File: src/rtl/mem_pkg.sv
`default_nettype none
// ============================================================================
// Module      : mem_pkg
// Description : Shared definitions for the packet-buffer free list: block
//               index width, default block count and the free-list FSM
//               state encoding.
// Revision    : 1.0 - initial release
// ============================================================================
package mem_pkg;

  // Width of a buffer block index.
  localparam int ADDR_W         = 3;
  // Default number of managed blocks (full index space).
  localparam int NUM_BLOCKS_DEF = 2 ** ADDR_W;

  typedef enum logic [0:0] {
    FL_INIT = 1'b0,
    FL_RUN  = 1'b1
  } fl_state_t;

endpackage : mem_pkg
`default_nettype wire

File: src/rtl/fl_ram.sv
`default_nettype none
// ============================================================================
// Module      : fl_ram
// Description : DEPTH x DW flop array holding the free-list FIFO entries.
//               One synchronous write port, one combinational read port.
//               Contents are intentionally not reset; the free list
//               initialises them itself after reset.
// Ports       : clk    - system clock
//               we     - write enable
//               waddr  - write address
//               wdata  - write data
//               raddr  - read address
//               rdata  - combinational read data
// Revision    : 1.0 - initial release
// ============================================================================
module fl_ram #(
  parameter int DEPTH = 8,
  parameter int AW    = 3,
  parameter int DW    = 3
) (
  input  logic          clk,
  input  logic          we,
  input  logic [AW-1:0] waddr,
  input  logic [DW-1:0] wdata,
  input  logic [AW-1:0] raddr,
  output logic [DW-1:0] rdata
);

  logic [DW-1:0] mem [DEPTH];

  always_ff @(posedge clk) begin
    if (we) begin
      mem[waddr] <= wdata;
    end
  end

  assign rdata = mem[raddr];

endmodule : fl_ram
`default_nettype wire

File: src/rtl/mem_free_list.sv
`default_nettype none
// ============================================================================
// Module      : mem_free_list
// Description : Free-block list for the shared packet buffer. After reset it
//               loads every block index 0..NUM_BLOCKS-1 into a circular FIFO,
//               then hands out one index per cycle on alloc (same-cycle
//               grant) and accepts released indices on free, in strict FIFO
//               order.
// Ports       : clk                  - system clock
//               rst_n                - asynchronous active-low reset
//               fl_alloc_req_i       - alloc request (level)
//               fl_alloc_gnt_o       - alloc granted this cycle (comb)
//               fl_alloc_block_idx_o - block index at FIFO head (0 if empty)
//               fl_free_req_i        - single-cycle free pulse
//               fl_free_block_idx_i  - index being returned
//               fl_ready_o           - init finished, list in service
//               fl_free_count_o      - number of free blocks held
//               fl_err_o             - sticky illegal-free flag
// Revision    : 1.0 - initial release
// ============================================================================
module mem_free_list
  import mem_pkg::*;
#(
  parameter int NUM_BLOCKS = NUM_BLOCKS_DEF
) (
  input  logic                            clk,
  input  logic                            rst_n,
  input  logic                            fl_alloc_req_i,
  output logic                            fl_alloc_gnt_o,
  output logic [ADDR_W-1:0]               fl_alloc_block_idx_o,
  input  logic                            fl_free_req_i,
  input  logic [ADDR_W-1:0]               fl_free_block_idx_i,
  output logic                            fl_ready_o,
  output logic [$clog2(NUM_BLOCKS+1)-1:0] fl_free_count_o,
  output logic                            fl_err_o
);

  localparam int PTR_W = $clog2(NUM_BLOCKS);
  localparam int CNT_W = $clog2(NUM_BLOCKS + 1);

  fl_state_t          state;
  logic [PTR_W-1:0]   init_cnt;
  logic [PTR_W-1:0]   rd_ptr;
  logic [PTR_W-1:0]   wr_ptr;
  logic [CNT_W-1:0]   count;
  logic               err;

  logic               not_empty;
  logic               full;
  logic               alloc_fire;
  logic               free_fire;
  logic               ram_we;
  logic [PTR_W-1:0]   ram_waddr;
  logic [ADDR_W-1:0]  ram_wdata;
  logic [ADDR_W-1:0]  ram_rdata;

  // count is held at 0 for the whole of INIT, so not_empty alone keeps the
  // grant and the index output quiet until the list is in service.
  assign not_empty  = (count != CNT_W'(0));
  assign full       = (count == CNT_W'(NUM_BLOCKS));
  assign alloc_fire = (state == FL_RUN) && fl_alloc_req_i && not_empty;
  assign free_fire  = (state == FL_RUN) && fl_free_req_i && !full;

  // During INIT the write port is owned by the init walker; afterwards it
  // takes returned indices. There is no empty bypass: a freed index is only
  // visible at the head one cycle after it is written.
  always_comb begin
    ram_we    = free_fire;
    ram_waddr = wr_ptr;
    ram_wdata = fl_free_block_idx_i;
    if (state == FL_INIT) begin
      ram_we    = 1'b1;
      ram_waddr = init_cnt;
      ram_wdata = ADDR_W'(init_cnt);
    end
  end

  fl_ram #(
    .DEPTH (NUM_BLOCKS),
    .AW    (PTR_W),
    .DW    (ADDR_W)
  ) u_fl_ram (
    .clk   (clk),
    .we    (ram_we),
    .waddr (ram_waddr),
    .wdata (ram_wdata),
    .raddr (rd_ptr),
    .rdata (ram_rdata)
  );

  always_ff @(posedge clk or negedge rst_n) begin
    if (!rst_n) begin
      state    <= FL_INIT;
      init_cnt <= '0;
      rd_ptr   <= '0;
      wr_ptr   <= '0;
      count    <= '0;
      err      <= 1'b0;
    end else begin
      case (state)
        FL_INIT: begin
          init_cnt <= init_cnt + PTR_W'(1);
          // Frees cannot be honoured before the list exists.
          if (fl_free_req_i) begin
            err <= 1'b1;
          end
          if (init_cnt == PTR_W'(NUM_BLOCKS - 1)) begin
            state  <= FL_RUN;
            count  <= CNT_W'(NUM_BLOCKS);
            wr_ptr <= '0;
            rd_ptr <= '0;
          end
        end
        FL_RUN: begin
          if (alloc_fire) begin
            rd_ptr <= rd_ptr + PTR_W'(1);
          end
          if (free_fire) begin
            wr_ptr <= wr_ptr + PTR_W'(1);
          end
          // A free while full can only be a duplicate release.
          if (fl_free_req_i && full) begin
            err <= 1'b1;
          end
          if (alloc_fire && !free_fire) begin
            count <= count - CNT_W'(1);
          end else if (free_fire && !alloc_fire) begin
            count <= count + CNT_W'(1);
          end
        end
        default: state <= FL_INIT;
      endcase
    end
  end

  assign fl_alloc_gnt_o       = alloc_fire;
  assign fl_alloc_block_idx_o = not_empty ? ram_rdata : '0;
  assign fl_ready_o           = (state == FL_RUN);
  assign fl_free_count_o      = count;
  assign fl_err_o             = err;

endmodule : mem_free_list
`default_nettype wire

File: config.mk
export PLATFORM = sky130hd
export DESIGN_NAME = mem_free_list
export DESIGN_NICKNAME = d
export VERILOG_FILES = /design/src/rtl/mem_pkg.sv /design/src/rtl/fl_ram.sv /design/src/rtl/mem_free_list.sv
export SDC_FILE = /design/constraint.sdc
export NUM_CORES = 1
export LEC_CHECK = 0
export CAP_MARGIN = 0
export CORE_UTILIZATION = 56
export CTS_BUF_LIST = sky130_fd_sc_hd__clkbuf_16
export CTS_CLUSTER_SIZE = 30
export DETAILED_ROUTE_END_ITERATION = 7
export GPL_TIMING_DRIVEN = 0
export PLACE_DENSITY = 0.78
export SYNTH_ARGS = -nofsm -noshare
export SYNTH_HDL_FRONTEND = slang
export SYNTH_SLANG_ARGS = --single-unit
File: constraint.sdc
create_clock -name clk -period 3.15 [get_ports clk]
set_input_delay 0.63 -clock clk [delete_from_list [all_inputs] [get_ports clk]]
set_output_delay 0.63 -clock clk [all_outputs]
set_load 0.05 [all_outputs]
==> reports/qor.yml, run 1 <==
logic_synthesis:
  synth-seq-cells: 39
  yosysTopAreaCell: "edfxtp_1"
  synth_top_area_share_pct: 37.57
  synth_top_cells_by_count: "edfxtp_1, nor2_1, dfrtp_1, nand2_1, o21ai_0"
  yosysUniqueCellTypes: 41
  synth_edf_count: 24
  syn_area_per_cell_um2: 12.70
  async_reset_ff_share_pct: 38.46
  ys_warn_count: 0
  syn-num-nets: 164
  syn-instance-count: 151
  yosysMostFrequentCell: "edfxtp_1"
  synth.cell_area_um2: 1918
  ys_seq_area_share_pct: 57.14
  synth_flop_cell: "edfxtp_1"
  yosys-top-cells-area: "edfxtp_1, dfrtp_1, mux4_2"
floorplanning:
  ios: 17
  coreArea_um2: 3153
  fp.dieH_um: 60.53
  core.rowCount: 20
  start_util_pct: 60.83
  dieArea_um2: 3663
  dieWidth_um: 60.53
detailed_routing:
  route.detailed.drc: 0
  wl_met3_um: 169
  drt-total-wl_um: 3684
  avgRoutedWirePerCell_um: 16.82
  first_pass_iters: 4
  wl_met1_um: 1671
  final_antenna_net_count: 0
  num_vias: 1259
  avgViaCountPerCell: 5.749
  routed.top_layer: "met4"
  drtIter0Drc: 53
  wl_met2_um: 1727
final_layout:
  area_delta_synth_final_pct: 18.59
  fin_util_pct: 72.14
  n_fill_cell: 236
  layout-drive-gt1-share_pct: 15.43
  nets: 187
  diodes: 0
  ff_latch_area_um2: 1096
  multi_input_area_um2: 757.0
clock_network:
  cts_max_path_buffers: 2
  cts_sinks: 39
  cts-resized-gates: 2
  root_buffer: "clkbuf_16"
  cts.htree.levels: 2
  clk_latency_ps: 280
  ctsHoldBuffers: 0
  numCtsBuffers: 5
  clk_pin_slew_worst_paths_ps: 60
  cts_tree: "done"
  post_cts_buffers: 0
worst_setup_path:
  critPathTopFamily: "buffers and inverters"
  cp-startpoint: "rd_ptr[0]"
  r2r-start: "fl_free_count_o[1]"
  crit_buf_inv: 2
  crit_chain: "clkbuf_2 -> mux4_2 -> mux2i_1 -> nor2_1 -> clkdlybuf4s50_1"
  critPathKind: "flip-flop to output pin"
  worstPathMaxFanout: 8
  slowest_delay_ps: 700
  critPathLaunchType: "flip-flop"
  critPathArrivalTime_ps: 2370
  critical_path_required_ps: 2520
  endpoint_kind: "output pin"
  worst_path_max_delay_cell: "clkdlybuf4s50_1"
timing:
  setup_viol: 0
  setup-tns-final_ps: 0
  skew_ps: 4.025
  tightest_slew_ps: 938.9
  slew_headroom_pct: 36.74
  fin_crit_sh_pct: 95.22
  fmax_ghz: 0.3334
  finalCriticalPeriod_ps: 2999
  rsz0062_at_grt: "false"
  hold_viol_final: 0
  fin_ws_ps: 150.6
  report.final.slew_viol_count: 0
placed_design:
  place_ws_ps: 23.42
  port_buffers: 16
  hpwl_um: 2573
  place_congestion: 0.8323
grt:
  antenna_found_initial: 0
  grt_pass1_wl_um: 5920
  grt-ovfl-total: 0
  grt_max_degree: 16
  grt_use_total_pct: 23.56
  first_global_vias: 1252
outcome:
  outcome: "finished, final reports clean"
hold_path:
  hp-class: "flip-flop to flip-flop"
  worstHoldStart: "fl_err_o"
flow_run:
  maxCapViolCount: 0
power:
  p_leak_nw: 0.8793
  power_density_nw_per_um2: 957.8
  ir_drop_uv: 523.9
-- cell families (layout without fill, tap and decap cells) --
| family | count (synthesis) | count (layout) | synth area share (%) |
|---|---|---|---|
| multiplexers | 11 | 11 | 9.785 |
| buffers and inverters | 13 | 37 | 3.391 |
| AND/OR/NAND/NOR | 52 | 52 | 13.83 |
| adder cells (fa/ha/maj) | 6 | 6 | 3.914 |
| AO/OA/AOI/OAI | 25 | 25 | 9.263 |
| XOR/XNOR | 5 | 5 | 2.675 |
| flip-flops | 39 | 39 | 57.14 |
-- registers in the layout, summed over array words and instances, names as in the netlist --
register,count
fl_err_o,1
fl_free_count_o,4
fl_ready_o,1
init_cnt,3
rd_ptr,3
u_fl_ram.mem,24
wr_ptr,3
-- path summary, 6_finish.rpt --
check,to,slack [ps],depth (start not counted)
setup / recovery,fl_alloc_block_idx_o[2],150,5
hold reg to reg,fl_err_o,460,1
max in group asynchronous,fl_err_o,1930,1
setup reg to reg,fl_free_count_o[3],550,10
min in group asynchronous,fl_free_count_o[2],770,1
hold / removal,fl_err_o,460,1
-- final cells by class --
| type | instances | area share (%) |
|---|---|---|
| Buffer | 8 | 2.090 |
| Clock buffer | 5 | 5.501 |
| Tap cell | 44 | 2.420 |
| Clock inverter | 3 | 0.7151 |
| Inverter | 5 | 0.8251 |
| Sequential cell | 39 | 48.18 |
| Multi-Input combinational cell | 99 | 33.28 |
| Timing Repair Buffer | 16 | 6.986 |
-- cells in the final DEF (no fill, tap or decap), types with 2 or more instances in the layout --
cell | synthesis | layout
a21boi_0 | 2 | 2
a21o_1 | 2 | 2
a31oi_1 | 3 | 3
buf_6 | 2 | 2
clkbuf_1 | 4 | 3
clkbuf_16 | 0 | 5
clkdlybuf4s50_1 | 0 | 15
dfrtp_1 | 15 | 15
edfxtp_1 | 24 | 24
ha_1 | 6 | 6
inv_1 | 4 | 5
mux2_2 | 2 | 2
mux2i_1 | 3 | 3
mux4_2 | 6 | 6
nand2_1 | 15 | 15
nand2b_1 | 3 | 3
nand3_1 | 5 | 5
nor2_1 | 19 | 19
nor2b_1 | 2 | 2
o21ai_0 | 7 | 7
o22a_1 | 2 | 2
o31ai_1 | 2 | 2
xnor2_1 | 2 | 2
xor2_1 | 2 | 2
-- layer usage --
layer / vias up / track usage, %
met4: 0 / 13.96
met1: 604 / 31.34
li1: 602 / -
met2: 40 / 35.95
met5: - / 0
met3: 13 / 4.904
-- report_power, final --
part | leakage, nW | switching, mW | internal (mW) | total [mW]
logic | 0.414 | 0.562 | 0.379 | 0.941
clock network | 0.0710 | 0.194 | 0.289 | 0.483
registers | 0.395 | 0.0980 | 0.657 | 0.755
-- worst register-to-register path, stage by stage (launching register included) --
cell	delay (ps)
dfrtp_1	390
buf_6	150
or4b_4	550
and3_4	220
buf_6	140
nor2_1	130
ha_1	300
a21boi_0	180
nor3_2	130
nor2_1	50
o32ai_1	260
-- per-stage QoR --
| step | cells | hold WS [ps] | total power, mW | area (um^2) |
|---|---|---|---|---|
| floorplan | 151 | 334.4 | 1.447 | 1918 |
| global placement | 211 | 435.7 | 1.664 | 2133 |
| detailed placement | 211 | 451.9 | 1.701 | 2133 |
| CTS | 219 | 463.9 | 2.190 | 2275 |
| global route | 219 | 488.1 | 2.291 | 2275 |
| finish | 219 | 460.2 | 2.179 | 2275 |
No activity file was read; power rests on OpenSTA's default activity.
==> run 2: changes to the inputs <==
--- a/config.mk
+++ b/config.mk
@@ -11,7 +11,8 @@
 export CTS_CLUSTER_SIZE = 30
 export DETAILED_ROUTE_END_ITERATION = 7
 export GPL_TIMING_DRIVEN = 0
-export PLACE_DENSITY = 0.78
+export PLACE_DENSITY = 0.77
+export SLEW_MARGIN = 20
 export SYNTH_ARGS = -nofsm -noshare
 export SYNTH_HDL_FRONTEND = slang
 export SYNTH_SLANG_ARGS = --single-unit
==> run 2 against run 1 <==
Final cell count unchanged. Sequential cell count unchanged. Via count down 3.3%. Routed wire length down 7.7%. Critical endpoint unchanged. Largest cell class unchanged. Highest routed layer unchanged.
==> reports/qor.yml, run 2 (synthesized netlist as in run 1, its figures left out) <==
timing:
  hold_viol_final: 0  # unchanged
  rsz0062_at_grt: "false"
  tightest_slew_ps: 784.8  # -154.1 ps
  slew_headroom_pct: 47.13  # +10 points
  setup_viol: 0  # unchanged
  setup-tns-final_ps: 0  # unchanged
  fin_ws_ps: 131.8  # -18.79 ps
  report.final.slew_viol_count: 0  # unchanged
  finalCriticalPeriod_ps: 3018  # +18.79 ps
  whs_ps: 452.0  # -8.160 ps
  fin_crit_sh_pct: 95.81  # +0.60 points
  fmax_ghz: 0.3313  # -0.62%
  skew_ps: 5.559  # +1.534 ps
final_layout:
  layout_common_cells: "edfxtp_1, nor2_1, nand2_1, dfrtp_1, clkdlybuf4s50_1"
  ff_latch_area_um2: 1096  # unchanged
  nets: 187  # unchanged
  mostFrequentLayoutCell: "edfxtp_1"
  layout-drive-gt1-share_pct: 16.00  # +0.57 points
  area_delta_synth_final_pct: 20.03
  top_register: "u_fl_ram.mem"
  multi_input_area_um2: 757.0  # unchanged
  fin_area_um2: 2302  # +1.2%
  diodes: 0  # unchanged
  largest_register_ffs: 24  # unchanged
  n_fill_cell: 242  # +2.5%
detailed_routing:
  avgRoutedWirePerCell_um: 15.53  # -7.7%
  final_antenna_net_count: 0  # unchanged
  first_pass_iters: 4  # unchanged
  avgViaCountPerCell: 5.557  # -3.3%
  drtIter0Drc: 81  # +53%
  num_vias: 1217  # -3.3%
  route.detailed.drc: 0  # unchanged
  drt-total-wl_um: 3400  # -7.7%
clock_network:
  cts_tree: "done"
  clk_latency_ps: 280  # about the same
  cts_max_path_buffers: 2  # unchanged
  cts_sinks: 39  # unchanged
  cts-resized-gates: 2  # unchanged
  ctsHoldBuffers: 0  # unchanged
  numCtsBuffers: 5  # unchanged
  clk_pin_slew_worst_paths_ps: 60  # about the same
  cts.htree.levels: 2  # unchanged
  post_cts_buffers: 0  # unchanged
  root_buffer: "clkbuf_16"
floorplanning:
  start_util_pct: 60.83  # unchanged
  coreArea_um2: 3153  # unchanged
  ios: 17  # unchanged
  dieArea_um2: 3663  # unchanged
  core.rowCount: 20  # unchanged
  dieWidth_um: 60.53  # unchanged
  fp.dieH_um: 60.53  # unchanged
grt:
  grt_pass1_wl_um: 5720  # -3.4%
  grt_max_degree: 16  # unchanged
  grt_use_total_pct: 23.19  # -0.37 points
  first_global_vias: 1193  # -4.7%
  antenna_found_initial: 0  # unchanged
  grt-ovfl-total: 0  # unchanged
placed_design:
  post_dp_cell_area_um2: 2133  # unchanged
  port_buffers: 16  # unchanged
  place_congestion: 0.8178  # -1.7%
  hpwl_um: 2427  # -5.7%
  place_ws_ps: 15.88  # -7.532 ps
worst_setup_path:
  critPathKind: "flip-flop to output pin"
  critPathLaunchType: "flip-flop"
  endpoint_kind: "output pin"
  critical_path_required_ps: 2520  # about the same
  worstPathMaxFanout: 8  # unchanged
  critPathArrivalTime_ps: 2390  # +20 ps
power:
  p_leak_nw: 0.8921  # +1.5%
  power_density_nw_per_um2: 981.8  # +2.5%
  ir_drop_uv: 455.7  # -13%
outcome:
  outcome: "finished, final reports clean"
hold_path:
  hp-class: "flip-flop to flip-flop"
flow_run:
  maxCapViolCount: 0  # unchanged
run 2: per-stage QoR:
stage / power [mW] / utilization, % / instances
global route: 2.381 / 73.02 / 219
finish: 2.260 / 73.02 / 219
detailed placement: 1.698 / 67.66 / 211
global placement: 1.665 / 67.66 / 211
CTS: 2.274 / 73.02 / 219
floorplan: 1.447 / - / 151
run 2: layout make-up:
type	count	area share, %
Clock inverter	3	1.902
Tap cell	44	2.391
Inverter	5	0.8152
Timing Repair Buffer	16	6.902
Sequential cell	39	47.61
Buffer	8	2.065
Multi-Input combinational cell	99	32.88
Clock buffer	5	5.435
run 2: critical path, stage by stage (launching register included):
cell and delay [ps]:
dfrtp_1 360, clkbuf_2 280, mux4_2 560, mux2i_1 150, nor2_1 60, clkdlybuf4s50_1 700
run 2: metal layers:
| metal | GRT usage, % | vias up | wire length [um] |
|---|---|---|---|
| met3 | 7.889 | 5 | 141 |
| li1 | - | 601 | - |
| met2 | 35.01 | 24 | 1647 |
| met5 | 0 | - | 0 |
| met1 | 30.26 | 587 | 1550 |
| met4 | 11.36 | 0 | 60 |
run 2: power by group:
group          internal (mW)  switching, mW
Clock                  0.373          0.191
Combinational          0.382          0.561
Sequential             0.657         0.0971
run 2: final timing paths:
kind | startpoint | to | slack, ps | cells after the start
max in group asynchronous | rst_n | fl_err_o | 1960 | 1
hold reg to reg | fl_err_o | fl_err_o | 450 | 1
hold / removal | fl_err_o | fl_err_o | 450 | 1
setup / recovery | rd_ptr[0] | fl_alloc_block_idx_o[2] | 130 | 5
min in group asynchronous | rst_n | fl_free_count_o[1] | 760 | 1
setup reg to reg | fl_free_count_o[1] | fl_free_count_o[3] | 500 | 10
